$ cat src/rtl/imm_gen_pipe_if.sv
// -----------------------------------------------------------------------------
// imm_gen_pipe_if
// Bundles the two valid/ready channels of imm_gen_pipe.
//   Input channel : in_valid_i, in_ready_o, sel_i[3:0], instr_i[31:0], tag_i
//   Output channel: out_valid_o, out_ready_i, imm_o[XLEN-1:0], tag_o, err_o
// Modports:
//   master : the surrounding pipeline (drives instructions, consumes results)
//   slave  : the imm_gen_pipe block itself
// Parameters: XLEN (immediate width), TAG_W (sideband tag width).
// -----------------------------------------------------------------------------
interface imm_gen_pipe_if #(
    parameter int XLEN  = 32,
    parameter int TAG_W = 5
);
    logic             in_valid_i;
    logic             in_ready_o;
    logic [3:0]       sel_i;
    logic [31:0]      instr_i;
    logic [TAG_W-1:0] tag_i;

    logic             out_valid_o;
    logic             out_ready_i;
    logic [XLEN-1:0]  imm_o;
    logic [TAG_W-1:0] tag_o;
    logic             err_o;

    modport master (
        output in_valid_i, sel_i, instr_i, tag_i, out_ready_i,
        input  in_ready_o, out_valid_o, imm_o, tag_o, err_o
    );

    modport slave (
        input  in_valid_i, sel_i, instr_i, tag_i, out_ready_i,
        output in_ready_o, out_valid_o, imm_o, tag_o, err_o
    );
endinterface

$ cat src/rtl/imm_gen_pipe.sv
// -----------------------------------------------------------------------------
// imm_gen_pipe
// Decodes the RV immediate (I/S/B/J/U, shift amount, CSR zimm) of an incoming
// instruction and queues {imm, tag, err} in a DEPTH-entry FIFO so decode and
// execute can stall independently.
//
// Ports:
//   clk      - clock, rising edge
//   rst      - asynchronous active-low reset (0 = reset)
//   flush_i  - synchronous flush, empties the FIFO, blocks that cycle's push
//   bus      - imm_gen_pipe_if.slave: input and output valid/ready channels
//   count_o  - FIFO occupancy, 0..DEPTH
//
// Build option: define IMM_GEN_PIPE_CHECK_EN to store an error flag for
// reserved selects (8..15) and to check XLEN/DEPTH legality. Without it err_o
// is tied to 0; reserved selects still decode to 0.
// -----------------------------------------------------------------------------
module imm_gen_pipe #(
    parameter int XLEN  = 32,
    parameter int DEPTH = 2,
    parameter int TAG_W = 5
) (
    input  logic                   clk,
    input  logic                   rst,
    input  logic                   flush_i,
    imm_gen_pipe_if.slave          bus,
    output logic [$clog2(DEPTH):0] count_o
);
    localparam int PTR_W = $clog2(DEPTH);
    localparam int CNT_W = PTR_W + 1;

    // ---------------------------------------------------------------- decode
    logic [XLEN-1:0] imm_dec;
    logic [XLEN-1:0] imm_u;
    logic [XLEN-1:0] imm_shamt;
    logic            sign_bit;
    logic            unused_opcode;

    assign sign_bit      = bus.instr_i[31];
    // The opcode field never contributes to an immediate.
    assign unused_opcode = ^bus.instr_i[6:0];

    // U-type upper-half extension and the shift-amount width both depend on XLEN.
    if (XLEN == 64) begin : g_x64
        assign imm_u     = {{(XLEN-32){sign_bit}}, bus.instr_i[31:12], 12'b0};
        assign imm_shamt = {{(XLEN-6){1'b0}}, bus.instr_i[25:20]};
    end else begin : g_x32
        assign imm_u     = {bus.instr_i[31:12], 12'b0};
        assign imm_shamt = {{(XLEN-5){1'b0}}, bus.instr_i[24:20]};
    end

    always_comb begin
        imm_dec = '0;
        case (bus.sel_i)
            4'd1: imm_dec = {{(XLEN-12){sign_bit}}, bus.instr_i[31:20]};
            4'd2: imm_dec = {{(XLEN-12){sign_bit}}, bus.instr_i[31:25], bus.instr_i[11:7]};
            4'd3: imm_dec = {{(XLEN-13){sign_bit}}, bus.instr_i[31], bus.instr_i[7],
                             bus.instr_i[30:25], bus.instr_i[11:8], 1'b0};
            4'd4: imm_dec = {{(XLEN-21){sign_bit}}, bus.instr_i[31], bus.instr_i[19:12],
                             bus.instr_i[20], bus.instr_i[30:21], 1'b0};
            4'd5: imm_dec = imm_u;
            4'd6: imm_dec = imm_shamt;
            4'd7: imm_dec = {{(XLEN-5){1'b0}}, bus.instr_i[19:15]};
            default: imm_dec = '0;  // NONE and reserved selects
        endcase
    end

    // ------------------------------------------------------------ FIFO control
    logic [PTR_W-1:0] wr_ptr_reg, wr_ptr_next;
    logic [PTR_W-1:0] rd_ptr_reg, rd_ptr_next;
    logic [CNT_W-1:0] count_reg, count_next;
    logic             full;
    logic             empty;
    logic             push;
    logic             pop;

    assign full  = (count_reg == CNT_W'(DEPTH));
    assign empty = (count_reg == '0);
    // Readiness ignores out_ready_i on purpose: no combinational path from
    // the consumer back to the producer.
    assign push  = bus.in_valid_i && !full && !flush_i;
    assign pop   = !empty && bus.out_ready_i;

    always_comb begin
        wr_ptr_next = wr_ptr_reg;
        rd_ptr_next = rd_ptr_reg;
        count_next  = count_reg;
        if (flush_i) begin
            wr_ptr_next = '0;
            rd_ptr_next = '0;
            count_next  = '0;
        end else begin
            if (push) wr_ptr_next = wr_ptr_reg + 1'b1;  // wraps at DEPTH (power of two)
            if (pop)  rd_ptr_next = rd_ptr_reg + 1'b1;
            case ({push, pop})
                2'b10:   count_next = count_reg + 1'b1;
                2'b01:   count_next = count_reg - 1'b1;
                default: count_next = count_reg;
            endcase
        end
    end

    always_ff @(posedge clk or negedge rst) begin
        if (!rst) begin
            wr_ptr_reg <= '0;
            rd_ptr_reg <= '0;
            count_reg  <= '0;
        end else begin
            wr_ptr_reg <= wr_ptr_next;
            rd_ptr_reg <= rd_ptr_next;
            count_reg  <= count_next;
        end
    end

    // ---------------------------------------------------------------- storage
    // Contents need no reset; the head is masked to 0 whenever the FIFO is empty.
    logic [XLEN-1:0]  imm_mem [DEPTH];
    logic [TAG_W-1:0] tag_mem [DEPTH];

    always_ff @(posedge clk) begin
        if (push) begin
            imm_mem[wr_ptr_reg] <= imm_dec;
            tag_mem[wr_ptr_reg] <= bus.tag_i;
        end
    end

    assign bus.in_ready_o  = !full;
    assign bus.out_valid_o = !empty;
    assign bus.imm_o       = empty ? '0 : imm_mem[rd_ptr_reg];
    assign bus.tag_o       = empty ? '0 : tag_mem[rd_ptr_reg];
    assign count_o         = count_reg;

`ifdef IMM_GEN_PIPE_CHECK_EN
    localparam bit PARAMS_OK = ((XLEN == 32) || (XLEN == 64)) && (DEPTH >= 2) &&
                               ((DEPTH & (DEPTH - 1)) == 0);

    logic err_mem [DEPTH];

    always_ff @(posedge clk) begin
        if (push) err_mem[wr_ptr_reg] <= bus.sel_i[3];  // 8..15 are reserved
    end

    assign bus.err_o = !empty && err_mem[rd_ptr_reg];

    always_ff @(posedge clk) begin
        assert (PARAMS_OK)
            else $error("imm_gen_pipe: XLEN must be 32/64 and DEPTH a power of two >= 2");
    end
`else
    assign bus.err_o = 1'b0;
`endif

endmodule

$ cat src/flat_wrapper.sv
// flat-port wrapper written by rule: the top's interface ports become plain ports
module imm_gen_pipe_flat 
#(
    parameter int XLEN  = 32,
    parameter int DEPTH = 2,
    parameter int TAG_W = 5
)
  (clk, rst, flush_i, count_o, bus_in_valid_i, bus_sel_i, bus_instr_i, bus_tag_i, bus_out_ready_i, bus_in_ready_o, bus_out_valid_o, bus_imm_o, bus_tag_o, bus_err_o);
  imm_gen_pipe_if #(.XLEN(XLEN), .TAG_W(TAG_W)) bus_i ();
  input  logic clk;
  input  logic rst;
  input  logic flush_i;
  output logic [$clog2(DEPTH):0] count_o;
  input wire logic [$bits(bus_i.in_valid_i)-1:0] bus_in_valid_i;
  input wire logic [$bits(bus_i.sel_i)-1:0] bus_sel_i;
  input wire logic [$bits(bus_i.instr_i)-1:0] bus_instr_i;
  input wire logic [$bits(bus_i.tag_i)-1:0] bus_tag_i;
  input wire logic [$bits(bus_i.out_ready_i)-1:0] bus_out_ready_i;
  output wire logic [$bits(bus_i.in_ready_o)-1:0] bus_in_ready_o;
  output wire logic [$bits(bus_i.out_valid_o)-1:0] bus_out_valid_o;
  output wire logic [$bits(bus_i.imm_o)-1:0] bus_imm_o;
  output wire logic [$bits(bus_i.tag_o)-1:0] bus_tag_o;
  output wire logic [$bits(bus_i.err_o)-1:0] bus_err_o;
  assign bus_i.in_valid_i = bus_in_valid_i;
  assign bus_i.sel_i = bus_sel_i;
  assign bus_i.instr_i = bus_instr_i;
  assign bus_i.tag_i = bus_tag_i;
  assign bus_i.out_ready_i = bus_out_ready_i;
  assign bus_in_ready_o = bus_i.in_ready_o;
  assign bus_out_valid_o = bus_i.out_valid_o;
  assign bus_imm_o = bus_i.imm_o;
  assign bus_tag_o = bus_i.tag_o;
  assign bus_err_o = bus_i.err_o;
  imm_gen_pipe #(.XLEN(XLEN), .DEPTH(DEPTH), .TAG_W(TAG_W)) u_core (.clk(clk), .rst(rst), .flush_i(flush_i), .bus(bus_i), .count_o(count_o));
endmodule
$ cat config.mk
export PLATFORM = sky130hd
export DESIGN_NAME = imm_gen_pipe_flat
export DESIGN_NICKNAME = d
export VERILOG_FILES = /design/src/rtl/imm_gen_pipe_if.sv /design/src/rtl/imm_gen_pipe.sv /design/src/flat_wrapper.sv
export SDC_FILE = /design/constraint.sdc
export NUM_CORES = 1
export LEC_CHECK = 0
export CAP_MARGIN = 5
export CORE_ASPECT_RATIO = 1.5
export CORE_MARGIN = 1.5
export CORE_UTILIZATION = 49
export DETAILED_ROUTE_END_ITERATION = 10
export PLACE_DENSITY = 0.92
export SLEW_MARGIN = 30
export SYNTH_ARGS = -nofsm -noshare
export SYNTH_HDL_FRONTEND = slang
export SYNTH_SLANG_ARGS = --single-unit
$ cat constraint.sdc
create_clock -name clk -period 5.1 [get_ports clk]
set_clock_uncertainty 0.1 [all_clocks]
set_input_delay 1.275 -clock clk [delete_from_list [all_inputs] [get_ports clk]]
set_output_delay 1.275 -clock clk [all_outputs]
set_load 0.01 [all_outputs]
======== Yosys cells after proc, flatten, opt, wreduce, memory -nomap -nowiden ========
Memories as Yosys holds them, arrays and structs flattened.
Index checks and enable logic that the tools add are counted.
storage, ports and cells
  bits in read-only memories .............. 0
  register bits ........................... 4
  bits in latches ......................... 0
  RAM bits ................................ 74
  logic and storage cells ................. 40
  output and inout port bits .............. 42
  memories kept ........................... 2
operators by class
  equal/unequal tests ..................... 10
  order comparisons ....................... 0
  bitwise logic cells ..................... 0
  $mul .................................... 0
  reduce and logical (&&, ||, !) cells .... 10
  $add $sub $neg .......................... 4
  div/mod/pow operators ................... 0
  shift operators ......................... 0
  mux-type cells .......................... 11
memories
  name            depth  width  read ports  clocked after Yosys merged registers in  wr ports  RTL line             source
  u_core.imm_mem  2      32     1           0                                        1         imm_gen_pipe.sv:117  logic [XLEN-1:0] imm_mem [DEPTH];
  u_core.tag_mem  2      5      1           0                                        1         imm_gen_pipe.sv:118  logic [TAG_W-1:0] tag_mem [DEPTH];
operators by type and width
  kind                                                 count
  one-hot mux 32 bit (7 select lines)                  1
  2-to-1 mux 32 bit                                    1
  equality test 4 x 3 -> 1 bit, second input constant  4
  equality test 4 x 2 -> 1 bit, second input constant  2
  2-to-1 mux 1 bit                                     6
  2-to-1 mux 5 bit                                     1
  equality test 2 bit, second input constant           2
  equality test 4 x 1 -> 1 bit, second input constant  1
  one-hot mux 2 bit (2 select lines)                   1
  nonzero test 2 bit                                   2
  logical AND 1 bit                                    3
  logical NOT 1 bit                                    3
  nonzero test 3 bit                                   1
  adder 1 bit, second input constant                   2
  adder 2 x 1 -> 2 bit, second input constant          1
  equality test 2 x 1 -> 1 bit, second input constant  1
  logical NOT 2 bit                                    1
  2-to-1 mux 2 bit                                     1
  subtractor 2 x 1 -> 2 bit, second input constant     1

======== Longest topological paths before layout ========
  word-level depth ........................ 7
  gate-level depth with buffers ........... 5
  depth with buffers taken out ............ 4

======== Worst setup path after synthesis ========
Ideal clock, no wire load.
  path kind ............................... in2reg
  start point ............................. input bus_in_valid_i
  end point ............................... memory u_core.imm_mem[1][0], enable pin
  buffers on the path ..................... 0
  arrival time ............................ 4.088 ns
  slack ................................... 0.427 ns
  library setup time ...................... 0.485 ns
  stages on the path ...................... 2
  cell sequence ........................... nand2_1 -> nor3b_1
on the way
  cells in the longest elaborated chain, start to end .. 4
ends and longest elaborated chain
  what                                    RTL line             source
  from (decl)                             flat_wrapper.sv:14   input wire logic [$bits(bus_i.in_valid_i)-1:0] bus_in_valid_i;
  logical AND 1 bit (2 in series)         imm_gen_pipe.sv:81   assign push = bus.in_valid_i && !full && !flush_i;
  2-to-1 mux 1 bit                        imm_gen_pipe.sv:121  if (push) begin
  2-to-1 mux 1 bit (implied by the code)  imm_gen_pipe.sv:122  imm_mem[wr_ptr_reg] <= imm_dec;
  to (decl)                               imm_gen_pipe.sv:117
No other way between the ends.

======== Worst setup path after layout ========
  start point ............................. register u_core.count_reg[1] (netlist: u_core.count_o[1])
  end point ............................... output bus_imm_o[26]
on the way
  cells in the longest elaborated chain, start to end .. 2
ends and longest elaborated chain
  what                    RTL line             source
  from (decl)             imm_gen_pipe.sv:71   logic [CNT_W-1:0] count_reg, count_next;
  from (signal assigned)  imm_gen_pipe.sv:111  count_reg <= count_next;
  logical NOT 2 bit       imm_gen_pipe.sv:78   assign empty = (count_reg == '0);
  2-to-1 mux 32 bit       imm_gen_pipe.sv:129  assign bus.imm_o = empty ? '0 : imm_mem[rd_ptr_reg];
  to (decl)               flat_wrapper.sv:21   output wire logic [$bits(bus_i.imm_o)-1:0] bus_imm_o;
No other way between the ends.

==> impl_table.tex <==
\begin{tabular}{lr}
\hline
Metric & Value \\
\hline
\multicolumn{2}{l}{\textbf{Finish}} \\
\quad Number of nets in the layout & between 300 and 400 \\
\quad Layout Cell Area excl Fill & 0.00457 mm² \\
\quad Number of flip-flops under the largest register name & 64 \\
\quad Post-synthesis to final-layout area growth & 29.3\% \\
\quad Most flops, register & u\_core.imm\_mem \\
\quad Proportion of layout cells with a drive suffix above 1 & 7.60\% \\
\quad Antenna diode count & 0 \\
\quad Count of non-filler cells in the finished layout & 420 \\
\multicolumn{2}{l}{\textbf{Synthesis}} \\
\quad Post-synth top area share & 62.8\% \\
\quad Post-synth EDFFs & 74 \\
\quad Parity-gate share of the synthesized area counting xor and xnor cells & 0.248\% \\
\quad Post-synthesis sequential area ratio & 65.7\% \\
\quad Most used flip-flop cell after synthesis & sky130\_fd\_sc\_hd\_\_edfxtp\_1 \\
\quad Post-Synth Adder-Cell Area & 0\% \\
\quad Post-synthesis instance area & 0.00354 mm² \\
\quad Post-synthesis simple-gate area fraction & 13.5\% \\
\quad Largest cells by area after synthesis & sky130\_fd\_sc\_hd\_\_edfxtp\_1, sky130\_fd\_sc\_hd\_\_mux2i\_1, sky130\_fd\_sc\_hd\_\_nor2\_1 \\
\quad Share of flip-flops with an asynchronous set or reset after synthesis & 5.13\% \\
\quad Number of standard cells after synthesis & 259 \\
\quad Yosys warning total & 0 \\
\quad Net Count, Synth & 305 \\
\quad Fraction of the mapped netlist area in compound gates & 6.37\% \\
\quad Largest family of logic cells by synthesized area & simple AND/OR/NAND/NOR gates \\
\quad Register bit count reported by yosys & 78 \\
\quad Number of distinct library cells after synthesis & 39 \\
\quad Multiplexer share of the synthesized area & 11.1\% \\
\quad Cell accounting for the most synthesized area & sky130\_fd\_sc\_hd\_\_edfxtp\_1 \\
\quad Avg Synthesized Cell Area & 13.7 µm² \\
\multicolumn{2}{l}{\textbf{Timing}} \\
\quad Hold Worst Slack & 0.498 ns \\
\quad Period minus WS final & 3.80 ns \\
\quad Final-layout setup total negative slack & 0 ns \\
\quad Endpoints failing hold & 0 \\
\quad Worst slew pin tran & 0.712 ns \\
\quad Final Slew Violations & 0 \\
\quad Count of final setup violators & 0 \\
\quad Unrepaired setup endpoints after global routing & no \\
\quad Worst slew margin relative to its limit & 52.5\% \\
\quad Share of the clock period used by the worst path after layout & between 70 and 80\% \\
\quad Achievable frequency & 0.263 GHz \\
\multicolumn{2}{l}{\textbf{Worst setup path}} \\
\quad Type of origin of the critical path & flop \\
\quad CP Class & flop to output pin \\
\quad Largest fanout on the critical path & 22 \\
\quad Type of destination of the critical path & output pin \\
\quad Setup slack, reg-to-reg & 3.14 ns \\
\quad Worst Path Arrival & 2.42 ns \\
\quad Required time worst endpoint & 3.72 ns \\
\multicolumn{2}{l}{\textbf{GRT}} \\
\quad Maximum number of pins on one net before global-route repair & 39 \\
\quad Total global-route track usage & 19.9\% \\
\quad Via count of the first global-routing pass & 2308 \\
\quad Wire length of the first global-routing pass & 11500 µm \\
\quad Antenna violations before repair & 0 \\
\quad Remaining global-route overflow & 0 \\
\multicolumn{2}{l}{\textbf{Pwr}} \\
\quad Worst vdd rail ir drop & approximately 190 µV \\
\quad Leakage power of the design & $\sim$0.0017 µW \\
\quad Total design power & $\sim$1400 µW \\
\quad Power per cell area & 311 mW/mm² \\
\multicolumn{2}{l}{\textbf{Detailed routing}} \\
\quad Detailed-route vias per instance & 5.43 \\
\quad Detail Route Antenna Nets & 0 \\
\quad DRT iter0 DRCs & 149 \\
\quad Number of iterations in the first detailed-routing pass & 4 \\
\quad Total number of vias & 2280 \\
\quad Routed length per placed instance & about 17 µm \\
\quad DRC violation count after routing & 0 \\
\quad Total detailed-routing wirelength & roughly 7000 µm \\
\multicolumn{2}{l}{\textbf{Clock network}} \\
\quad Worst-skew pair later-pin latency & about 0.34 ns \\
\quad Post-cts sizing count & 0 \\
\quad Number of sinks on the clock net & 78 \\
\quad Deepest clock path buffer count & 2 \\
\quad Buffer type at the clock tree root & sky130\_fd\_sc\_hd\_\_clkbuf\_8 \\
\quad Clock transition at the register clock pins on the worst setup and hold paths after CTS & roughly 0.070 ns \\
\quad CTS H-Tree Depth & 3 \\
\quad Number of buffers inserted during clock tree synthesis & 9 \\
\quad Count of hold-fix buffers inserted at cts & 0 \\
\quad TritonCTS clock tree & built \\
\quad Post CTS Setup Buffer Count & 0 \\
\multicolumn{2}{l}{\textbf{Floorplan}} \\
\quad Num ports & between 80 and 90 \\
\quad Initial core utilization & 50.9\% \\
\quad Number of standard-cell rows in the floorplan & 37 \\
\quad Floorplan die area & 0.00775 mm² \\
\quad Horiz. Die Dim & 72.4 µm \\
\quad Core area & 0.00694 mm² \\
\quad Die extent in y & 107 µm \\
\multicolumn{2}{l}{\textbf{Placement}} \\
\quad Post-Place Cells & 404 \\
\quad Port bufs & 79 \\
\quad Routability-driven placement congestion ratio & 0.808 \\
\quad DP Wirelength & 4930 µm \\
\quad DP Area & 0.00437 mm² \\
\multicolumn{2}{l}{\textbf{Run}} \\
\quad Count of maximum capacitance violations & 0 \\
\multicolumn{2}{l}{\textbf{Outcome}} \\
\quad Status & completed \\
\multicolumn{2}{l}{\textbf{Worst hold path}} \\
\quad Worst min-delay path category & flop to flop \\
\hline
\end{tabular}
-- routing by layer --
metal / share of wire (%) / vias to the layer above / global-route usage [%] / wire length (µm)
met5: 0 / - / 0 / 0
met4: 1.7 / 0 / 9.16 / 121
met3: 4.5 / 8 / 5.26 / 322
met2: 55 / 81 / 32.7 / 3970
met1: 39 / 1090 / 24.4 / 2790
li1: - / 1101 / - / -
-- final timing paths --
| kind | end | depth (start not counted) | from |
|---|---|---|---|
| max | bus_imm_o[26] | 4 | u_core.count_o[1] |
| min | u_core.wr_ptr_reg | 2 | u_core.wr_ptr_reg |
| max reg2reg | u_core.imm_mem[1][12] | 5 | u_core.count_o[1] |
| min reg2reg | u_core.wr_ptr_reg | 2 | u_core.wr_ptr_reg |
| max in group asynchronous | u_core.rd_ptr_reg | 1 | rst |
| min in group asynchronous | u_core.count_o[0] | 1 | rst |
-- cells by family after synthesis --
logic type      count (synthesis)
xor+xnor                        1
flops                          78
simple gates                   91
buf+inv                        18
mux                            39
compound gates                 31
other cells                     1
-- cell type report --
cell class	count	area [µm²]
sequential	78	2330
multi-input combinational	163	1120
clock inverter	7	78.8
clock buffer	9	124
tap	78	97.6
fill	500	2370
inverter	3	11.3
timing repair buffer	82	813
-- cell usage after synthesis (2+ instances only) --
master,n
sky130_fd_sc_hd__nand2_1,23
sky130_fd_sc_hd__and2_1,6
sky130_fd_sc_hd__or3_1,2
sky130_fd_sc_hd__buf_2,7
sky130_fd_sc_hd__nand3b_1,3
sky130_fd_sc_hd__edfxtp_1,74
sky130_fd_sc_hd__nand2b_1,2
sky130_fd_sc_hd__nor2_1,40
sky130_fd_sc_hd__buf_4,6
sky130_fd_sc_hd__nor3b_1,2
sky130_fd_sc_hd__inv_1,3
sky130_fd_sc_hd__a22o_1,4
sky130_fd_sc_hd__a21oi_1,6
sky130_fd_sc_hd__mux2i_1,38
sky130_fd_sc_hd__a21o_1,14
sky130_fd_sc_hd__dfrtp_1,4
sky130_fd_sc_hd__o21ai_0,3
-- cells in the final DEF (no fill, tap or decap), types with 4 or more instances in the layout --
cell type and instances:
sky130_fd_sc_hd__a21o_1 14, sky130_fd_sc_hd__a21oi_1 6, sky130_fd_sc_hd__a22o_1 4, sky130_fd_sc_hd__and2_1 6
sky130_fd_sc_hd__clkbuf_8 9, sky130_fd_sc_hd__clkdlybuf4s50_1 79, sky130_fd_sc_hd__clkinv_1 5, sky130_fd_sc_hd__edfxtp_1 74
sky130_fd_sc_hd__mux2i_1 38, sky130_fd_sc_hd__nand2_1 23, sky130_fd_sc_hd__nor2_1 39
-- worst max-delay path, cell delays in order (launching register included) --
cell and delay, ns:
sky130_fd_sc_hd__dfrtp_1 0.46, sky130_fd_sc_hd__nor2_2 0.60, sky130_fd_sc_hd__buf_4 0.38, sky130_fd_sc_hd__nor2_1 0.11
sky130_fd_sc_hd__clkdlybuf4s50_1 0.51
-- power breakdown --
group | internal, µW | leakage (µW) | switching, µW | total [µW]
registers | 729 | 0.000746 | 21.0 | 750
logic | 107 | 0.000831 | 91.2 | 198
clock network | 267 | 0.000101 | 206 | 473
-- stage by stage --
| step | setup slack, ns | util [%] |
|---|---|---|
| detailed placement | 1.63 | 62.9 |
| global route | 1.19 | 65.8 |
| finish | 1.30 | 65.8 |
| global placement | 1.70 | 62.9 |
| floorplan | 0.427 | - |
| CTS | 1.25 | 65.8 |
Power figures use the tool's default switching activity.
